==> src/rtl/uart_autobaud.sv <==
// uart_autobaud
//   Measures one 0x55 sync character on Rxd and programs the bit-rate
//   generator with a Q(PRE_W-4).4 prescale for an 8x oversample tick.
//   While a measurement runs the generator is held disabled; it is
//   re-enabled with the new (or, on error, the previous) prescale.
//
// Ports
//   Clk       in   single clock
//   Rst_n     in   asynchronous active-low reset
//   Start     in   one-cycle pulse: start/restart a measurement
//   Rxd       in   raw receive line (asynchronous to Clk)
//   Prescale  out  [PRE_W-1:0] generator prescale, registered
//   Brg_en    out  generator enable, registered
//   Busy      out  high whenever not in IDLE
//   Locked    out  last measurement succeeded
//   Err       out  last measurement failed (sticky until next Start)
module uart_autobaud #(
    parameter int               PRE_W        = 16,
    parameter int               CNT_W        = 18,
    parameter int               IDLE_CYC     = 16,
    parameter logic [PRE_W-1:0] PRESCALE_RST = PRE_W'(16'h0080)
) (
    input  logic             Clk,
    input  logic             Rst_n,
    input  logic             Start,
    input  logic             Rxd,
    output logic [PRE_W-1:0] Prescale,
    output logic             Brg_en,
    output logic             Busy,
    output logic             Locked,
    output logic             Err
);

    typedef enum logic [2:0] {IDLE, WAIT_IDLE, WAIT_START, MEASURE, CALC} state_t;

    localparam logic [CNT_W-1:0] CNT_ONE   = CNT_W'(1);
    localparam logic [CNT_W-1:0] CNT_MAX   = '1;
    localparam logic [CNT_W-1:0] IDLE_LAST = CNT_W'(IDLE_CYC - 1);
    localparam logic [CNT_W:0]   W_ONE     = (CNT_W+1)'(1);
    localparam logic [CNT_W:0]   W_TWO     = (CNT_W+1)'(2);
    localparam logic [CNT_W:0]   W_SIXTEEN = (CNT_W+1)'(16);

    state_t           state, state_nx;
    logic             rx_meta, rxs, rxs_d;
    logic [CNT_W-1:0] idle_cnt, total, ivl, i1, t_lat;
    logic [2:0]       edge_cnt;   // falling edges seen since edge 1 (inclusive)

    logic             fall;
    logic [CNT_W:0]   ivl_p1, diff, p_calc;
    logic             in_tol, p_bad, meas_fail;

    // Synchronizer plus one delay stage for edge detection; idle line is high.
    // NOTE: sequential state uses non-blocking assignments so every flop samples
    // pre-edge values regardless of statement order.
    always_ff @(posedge Clk or negedge Rst_n) begin
        if (!Rst_n) begin
            rx_meta <= 1'b1;
            rxs     <= 1'b1;
            rxs_d   <= 1'b1;
        end else begin
            rx_meta <= Rxd;
            rxs     <= rx_meta;
            rxs_d   <= rxs;
        end
    end

    assign fall = rxs_d & ~rxs;

    // Arithmetic is one bit wider than the counters so differences and the
    // rounding add cannot wrap.
    always_comb begin
        ivl_p1 = {1'b0, ivl} + W_ONE;
        diff   = (ivl_p1 >= {1'b0, i1}) ? (ivl_p1 - {1'b0, i1}) : ({1'b0, i1} - ivl_p1);
        in_tol = diff <= {4'b0000, i1[CNT_W-1:3]};
        p_calc = ({1'b0, t_lat} + W_TWO) >> 2;
        p_bad  = (p_calc < W_SIXTEEN) || ((p_calc >> PRE_W) != '0);
    end

    always_ff @(posedge Clk or negedge Rst_n) begin
        if (!Rst_n) state <= IDLE;
        else        state <= state_nx;
    end

    // NOTE: every combinational output gets a default first so no path leaves
    // it unassigned, which would otherwise infer a latch.
    always_comb begin
        state_nx  = state;
        meas_fail = 1'b0;
        unique case (state)
            IDLE:       ;
            WAIT_IDLE:  if (rxs && idle_cnt == IDLE_LAST) state_nx = WAIT_START;
            WAIT_START: if (fall) state_nx = MEASURE;
            MEASURE: begin
                if (fall) begin
                    // edge_cnt is the index of the previous edge, so k = edge_cnt+1.
                    if (edge_cnt >= 3'd2 && !in_tol) begin
                        meas_fail = 1'b1;
                        state_nx  = IDLE;
                    end else if (edge_cnt == 3'd4) begin
                        state_nx = CALC;
                    end
                end else if (total == CNT_MAX) begin
                    meas_fail = 1'b1;
                    state_nx  = IDLE;
                end
            end
            CALC:       state_nx = IDLE;
            default:    state_nx = IDLE;
        endcase
        // A restart overrides whatever this cycle would otherwise have done.
        if (Start) begin
            state_nx  = WAIT_IDLE;
            meas_fail = 1'b0;
        end
    end

    always_ff @(posedge Clk or negedge Rst_n) begin
        if (!Rst_n) begin
            idle_cnt <= '0;
            total    <= '0;
            ivl      <= '0;
            i1       <= '0;
            t_lat    <= '0;
            edge_cnt <= '0;
            Prescale <= PRESCALE_RST;
            Locked   <= 1'b0;
            Err      <= 1'b0;
            Brg_en   <= 1'b1;
            Busy     <= 1'b0;
        end else begin
            // Enable and busy follow the next state so they change together
            // with Prescale/Locked/Err.
            Brg_en <= (state_nx == IDLE);
            Busy   <= (state_nx != IDLE);
            if (Start) begin
                idle_cnt <= '0;
                total    <= '0;
                ivl      <= '0;
                edge_cnt <= '0;
                Locked   <= 1'b0;
                Err      <= 1'b0;
            end else begin
                unique case (state)
                    WAIT_IDLE: idle_cnt <= rxs ? idle_cnt + CNT_ONE : '0;
                    WAIT_START: begin
                        if (fall) begin
                            total    <= '0;
                            ivl      <= '0;
                            edge_cnt <= 3'd1;
                        end
                    end
                    MEASURE: begin
                        total <= total + CNT_ONE;
                        if (fall) begin
                            ivl      <= '0;
                            edge_cnt <= edge_cnt + 3'd1;
                            if (edge_cnt == 3'd1) i1    <= ivl_p1[CNT_W-1:0];
                            if (edge_cnt == 3'd4) t_lat <= total + CNT_ONE;
                        end else begin
                            ivl <= ivl + CNT_ONE;
                        end
                        if (meas_fail) Err <= 1'b1;
                    end
                    CALC: begin
                        if (p_bad) begin
                            Err <= 1'b1;
                        end else begin
                            Prescale <= p_calc[PRE_W-1:0];
                            Locked   <= 1'b1;
                        end
                    end
                    default: ;
                endcase
            end
        end
    end

endmodule

==> config.mk <==
export PLATFORM = sky130hd
export DESIGN_NAME = uart_autobaud
export DESIGN_NICKNAME = d
export VERILOG_FILES = /design/src/rtl/uart_autobaud.sv
export SDC_FILE = /design/constraint.sdc
export NUM_CORES = 1
export LEC_CHECK = 0
export ABC_AREA = 1
export CAP_MARGIN = 0
export CORE_ASPECT_RATIO = 0.9
export CORE_UTILIZATION = 54
export CTS_CLUSTER_SIZE = 25
export DETAILED_ROUTE_END_ITERATION = 12
export HOLD_SLACK_MARGIN = 0.08
export PLACE_DENSITY = 0.74
export SETUP_SLACK_MARGIN = 0.2
export SLEW_MARGIN = 30
export SYNTH_ARGS = -nofsm -noshare
export SYNTH_HDL_FRONTEND = slang
export SYNTH_SLANG_ARGS = --single-unit
==> constraint.sdc <==
create_clock -name Clk -period 4.7 [get_ports Clk]
set_input_delay 0.705 -clock Clk [delete_from_list [all_inputs] [get_ports Clk]]
set_output_delay 0.705 -clock Clk [all_outputs]
set_load 0.02 [all_outputs]
==> results of run 1 <==
[layout make-up]
type,count,area share (%)
clock buffer,18,3.96
clock inverter,14,1.64
inverter,222,7.72
multi-input combinational,843,46.5
sequential,118,27.3
tap,202,2.33
timing repair buffer,141,10.6
[flip-flops by register name (all words and copies together), names as in the netlist, 3 cells and up]
signal    flops
ivl          18
total        18
i1           18
edge_cnt      3
state         3
idle_cnt     18
t_lat        17
Prescale     16
[routing by layer]
layer / vias to the layer above / GRT usage (%)
met2: 258 / 44.7
met1: 3847 / 43.4
li1: 4105 / -
met4: 0 / 5.27
met5: - / 0
met3: 11 / 5.05
[power groups by stage]
stage               logic [mW]  clock network (mW)  registers [mW]
floorplan               0.0145                   0            1.04
detailed placement      0.0449                   0            1.04
global placement        0.0438                   0            1.04
finish                  0.0440                1.32            1.02
global route            0.0507                1.39            1.02
CTS                     0.0450                1.33            1.02
[worst max-delay path: cells and delay by family, from the launching register on]
| family | cells | cell delay [ns] |
|---|---|---|
| fa+ha+maj | 3 | 0.78 |
| buf+inv | 11 | 1.11 |
| xor+xnor | 2 | 0.35 |
| simple gates | 22 | 2.18 |
| flops | 1 | 0.36 |
| compound gates | 2 | 0.24 |
[metrics by stage]
stage	TNS [ns]	instances	instance area, sq um	worst slack (ns)	hold WS [ns]
final	-1.90	1558	10800	-0.362	0.253
after global routing	-4.07	1558	10800	-0.732	0.272
after CTS	-0.495	1549	10700	-0.133	0.259
after detailed placement	-1.45	1486	9640	-0.299	0.347
after global placement	-0.517	1486	9640	-0.140	0.346
after floorplan	0	1201	8660	0.201	0.345
[cells by family (layout without fill, tap and decap cells)]
logic type / after synthesis / in the layout / synth area share (%)
AO/OA/AOI/OAI: 183 / 183 / 12.1
XOR/XNOR: 46 / 46 / 4.82
adder cells (fa/ha/maj): 61 / 61 / 9.14
buffers and inverters: 241 / 395 / 11.0
flip-flops: 118 / 118 / 34.7
multiplexers: 2 / 2 / 0.235
AND/OR/NAND/NOR: 550 / 551 / 27.9
[layout by cell type (no fill, tap or decap), types with 28 or more instances in the layout]
cell	netlist	routed
a21oi_1	46	43
buf_4	2	113
dfrtp_1	113	113
ha_1	59	48
inv_1	211	204
nand2_1	339	328
nand3_1	42	35
nor2_1	84	77
o21ai_0	77	75
o22ai_1	34	34
xor2_1	29	28
[what timing repair did]
action,4_1_cts,5_1_grt
pin swaps,40,26
setup endpoints to repair,6,6
setup buffers,30,9
cloned,1,0
hold endpoints to repair,0,0
gates resized for setup,47,15
[worst min-delay path by stage]
stage                     startpoint           end  slack (ns)  depth (start not counted)
after floorplan              rx_meta           rxs        0.35                          0
after global placement       rx_meta           rxs        0.35                          0
after detailed placement     rx_meta           rxs        0.35                          0
after CTS                      Rst_n     t_lat[12]        0.26                          1
after global routing           Rst_n     t_lat[12]        0.27                          1
final                          Rst_n  Prescale[12]        0.25                          1
==> results.cfg, run 1 <==
[setup_path]
crit_path_max_incr_delay_ns = 0.36
start_kind = register
reg2reg_depth = 40
crit_path_end_kind = register
worst-path-max-fanout = 7
r2r_slack_ns = -0.36
r2r_end = Brg_en
timing.critical_path.to = Brg_en
crit_start = ivl[0]
worstSetupPathType = reg -> reg
cp.required_ns = 5.04
arrival_ns = 5.41
r2r_start = ivl[0]
slowest_stage = dfrtp_1

[yosys]
async_flop_share_pct = 100
yosysSeqAreaShare_pct = 34.7
synth_seq_cells = 118
postSynthCellCount = 1201
synthTopCellsByArea = dfrtp_1, nand2_1, inv_1
yosys.area.top_type_share_pct = 33.2
synthTopCellsByCount = nand2_1, inv_1, dfrtp_1
yosysMostFrequentCell = nand2_1
yosys.area.top_type = dfrtp_1
ys_warn_count = 0
syn-num-nets = 1266
ys_types = 52
synth_edf_count = 0
synth_area_per_cell_sq_um = 7.09
synthesis.area_sq_mm = 0.00852
synth_ff_type = dfrtp_1

[run_status]
violations = negative setup slack
status = complete, but fails checks

[clock_tree]
cts.sinks = 118
path_clk_slew_ns = 0.06
numCtsBuffers = 17
clk_latency_ns = 0.41
cts_root_buf = clkbuf_16
holdBufCountCts = 0
clock_path_buffers = 2
cts_tree = built
htreeDepth = 4

[global_route]
globalRouteOverflowTotal = 0
grtUsageTotal_pct = 29.2
grt_start_max_net_pins = 43
grt_pass1_vias = 7637
antenna_found_initial = 0
grt_pass1_wl_microns = 37300

[power]
switching_power_mw = 0.522
p_per_area_mw_per_mm2 = 220
clockPowerShare_pct = 55.4
internal-power_mw = 1.86
irDropWorstVdd_uv = 326
power_frac_seq_pct = 42.8
leakagePower_nw = 5.50
combPwrFrac_pct = 1.8
power_mw = 2.39
p_sw_share_pct = 21.9

[sta]
fin_worst_skew_ns = 0.0126
finalSetupViolCount = 6
rsz0062_at_grt = true
finalHoldViolCount = 0
fmax_mhz = 198
period_minus_slack_ns = 5.06
worst_pin_slew_ns = 0.922
setup_ws_ns = -0.362
relSlewSlack_pct = 38.4
slew_violations = 0
min_period_over_period_pct = 108

[detailed_routing]
wl_met1_microns = 11100
met3WireLength_microns = 1450
route.detailed.drc = 0
wl_met2_microns = 10400
drt_first_pass_iters = 7
vias = 8221
drtIter0Drc = 696
avgViaCountPerCell = 5.28
drt-wirelength-per-cell_microns = 14.8
ant_nets = 0
routed_wl_microns = 23100
top_layer = met4

[floorplan]
die_h_microns = 121
dieArea_sq_mm = 0.0163
initial_core_util_pct = 55.4
core-area_sq_mm = 0.0154
io_pins = 24
row_count = 43
dieWidth_microns = 134

[placement]
place_congestion = 0.925
hpwlAfterDp_microns = 16600
port_buffers = 23

[layout]
multi_input_area_sq_mm = 0.00503
antenna_cells = 0
layout-drive-gt1-share_pct = 19.2
area_delta_synth_final_pct = 27.2
fin_nets = 1408
seq_area_sq_mm = 0.00296
fillers = 1260
utilization_pct = 70.4

[job]
max_cap_violations = 0

[worst_hold_path]
min_path_type = in -> async
No activity file was read; power rests on OpenSTA's default activity.
==> run 2: changes to the inputs <==
CELL_PAD_IN_SITES_DETAIL_PLACEMENT = 0   (was default)
CELL_PAD_IN_SITES_GLOBAL_PLACEMENT = 1   (was default)
CORE_UTILIZATION = 42   (was 54)
PLACE_DENSITY = default   (was 0.74)
PLACE_DENSITY_LB_ADDON = 0.1   (was default)
==> run 2 against run 1 <==
The run still ends with negative setup slack left. Die area up 28%. Sequential power hardly changed. Largest cell class unchanged. Utilization fell by 15 points. Largest power group unchanged.
==> results.cfg, run 2 (synthesized netlist as in run 1, its figures left out) <==
[run_status]
violations = negative setup slack
status = complete, but fails checks

[clock_tree]
clk_latency_ns = 0.42
htreeDepth = 4
numCtsBuffers = 17
path_clk_slew_ns = 0.06
cts_root_buf = clkbuf_16
holdBufCountCts = 0
cts_tree = built
clock_path_buffers = 2
cts.sinks = 118

[sta]
fin_worst_skew_ns = 0.0148
fmax_mhz = 198
period_minus_slack_ns = 5.04
relSlewSlack_pct = 50.8
finalSetupViolCount = 6
totalNegativeSetupSlack_ns = -1.79
finalHoldViolCount = 0
setup_ws_ns = -0.344
worst_pin_slew_ns = 0.736
min_period_over_period_pct = 107
slew_violations = 0
rsz0062_at_grt = true

[layout]
layout-drive-gt1-share_pct = 20.3
layout_commonest_cell = nand2_1
fillers = 1950
layout_common_cells = nand2_1, inv_1, buf_4
fin_nets = 1416
area_delta_synth_final_pct = 29.3
stdcell_count = 1619
antenna_cells = 0

[power]
internal-power_mw = 1.88
irDropWorstVdd_uv = 205
power_mw = 2.42
p_sw_share_pct = 22.1
leakagePower_nw = 5.56
power_frac_seq_pct = 42.2
combPwrFrac_pct = 1.9
switching_power_mw = 0.535
p_per_area_mw_per_mm2 = 220
clockPowerShare_pct = 55.9

[detailed_routing]
vias = 7951
ant_nets = 0
drt-wirelength-per-cell_microns = 15.0
drt_first_pass_iters = 5
drtIter0Drc = 411
avgViaCountPerCell = 4.91
route.detailed.drc = 0
routed_wl_microns = 24200

[setup_path]
arrival_ns = 5.34
slowest_stage = dfrtp_1
crit_path_max_incr_delay_ns = 0.39
r2r_slack_ns = -0.34
crit_path_end_kind = register
r2r_end = Busy
crit_top_cell = nand2_1
worst-path-max-fanout = 5
r2r_start = ivl[1]
reg2reg_depth = 39
worstSetupPathType = reg -> reg
start_kind = register
cp.required_ns = 5.00

[worst_hold_path]
min_path_type = in -> async

[floorplan]
io_pins = 24
initial_core_util_pct = 42.7
die_h_microns = 137
core-area_sq_mm = 0.0199
dieWidth_microns = 152
row_count = 49
dieArea_sq_mm = 0.0209

[job]
max_cap_violations = 0

[global_route]
grtUsageTotal_pct = 23.9
antenna_found_initial = 0
globalRouteOverflowTotal = 0
grt_start_max_net_pins = 70
grt_pass1_vias = 7533
grt_pass1_wl_microns = 38700

[placement]
place_congestion = 0.951
placedCellCount = 1565
hpwlAfterDp_microns = 19200
port_buffers = 23
==> run 2: cell type report <==
type	count	area, sq um	area share, %
multi-input cells	843	5030	45.7
flip-flops and latches	118	2960	26.9
inverters	222	836	7.59
well taps	255	319	2.90
clock buffers	19	443	4.02
clock inverters	13	171	1.56
repair buffers	149	1250	11.3
==> run 2: how the worst max path moves through the flow <==
stage	from	endpoint	cells after the start
6_report	ivl[1]	Busy	39
5_1_grt	ivl[1]	Busy	39
4_1_cts	ivl[1]	Brg_en	41
3_5_place_dp	ivl[2]	Busy	37
3_3_place_gp	ivl[2]	Busy	37
2_1_floorplan	ivl[2]	Busy	41
==> run 2: power by group through the flow <==
stage / logic [mW] / clock network (mW) / registers, mW
after floorplan: 0.0145 / 0 / 1.04
after global placement: 0.0459 / 0 / 1.04
after detailed placement: 0.0460 / 0 / 1.04
after CTS: 0.0462 / 1.38 / 1.02
after global routing: 0.0545 / 1.42 / 1.02
final: 0.0470 / 1.35 / 1.02
==> run 2: metrics by stage <==
stage / utilization [%] / setup slack [ns] / cell area, sq um / hold slack, ns
final: 55.3 / -0.344 / 11000 / 0.159
after global routing: 55.3 / -0.725 / 11000 / 0.160
after CTS: 54.0 / -0.237 / 10800 / 0.360
after detailed placement: 49.7 / -0.305 / 9900 / 0.351
after global placement: 49.7 / -0.260 / 9900 / 0.347
after floorplan: - / 0.201 / 8660 / 0.345
==> run 2: repair_timing <==
action / 4_1_cts / 5_1_grt
gates cloned: 1 / 0
endpoints found under the setup margin: 6 / 6
resized for setup: 39 / 26
pin swaps: 37 / 39
setup buffers: 7 / 13
==> run 2: layer usage <==
metal  global-route usage, %  share of wire (%)
met1                    31.6                 48
met2                    41.0                 48
met3                    3.20                2.2
met4                    6.80                1.2
met5                       0                  0
==> run 2: critical path: cells and delay by family, from the launching register on <==
family	cells	cell delay [ns]
adders and majority gates	2	0.56
buffers and inverters	7	0.69
xor gates and xnor gates	2	0.30
AOI/OAI and AO/OA	1	0.19
DFF	1	0.39
and+or+nand+nor	27	2.77
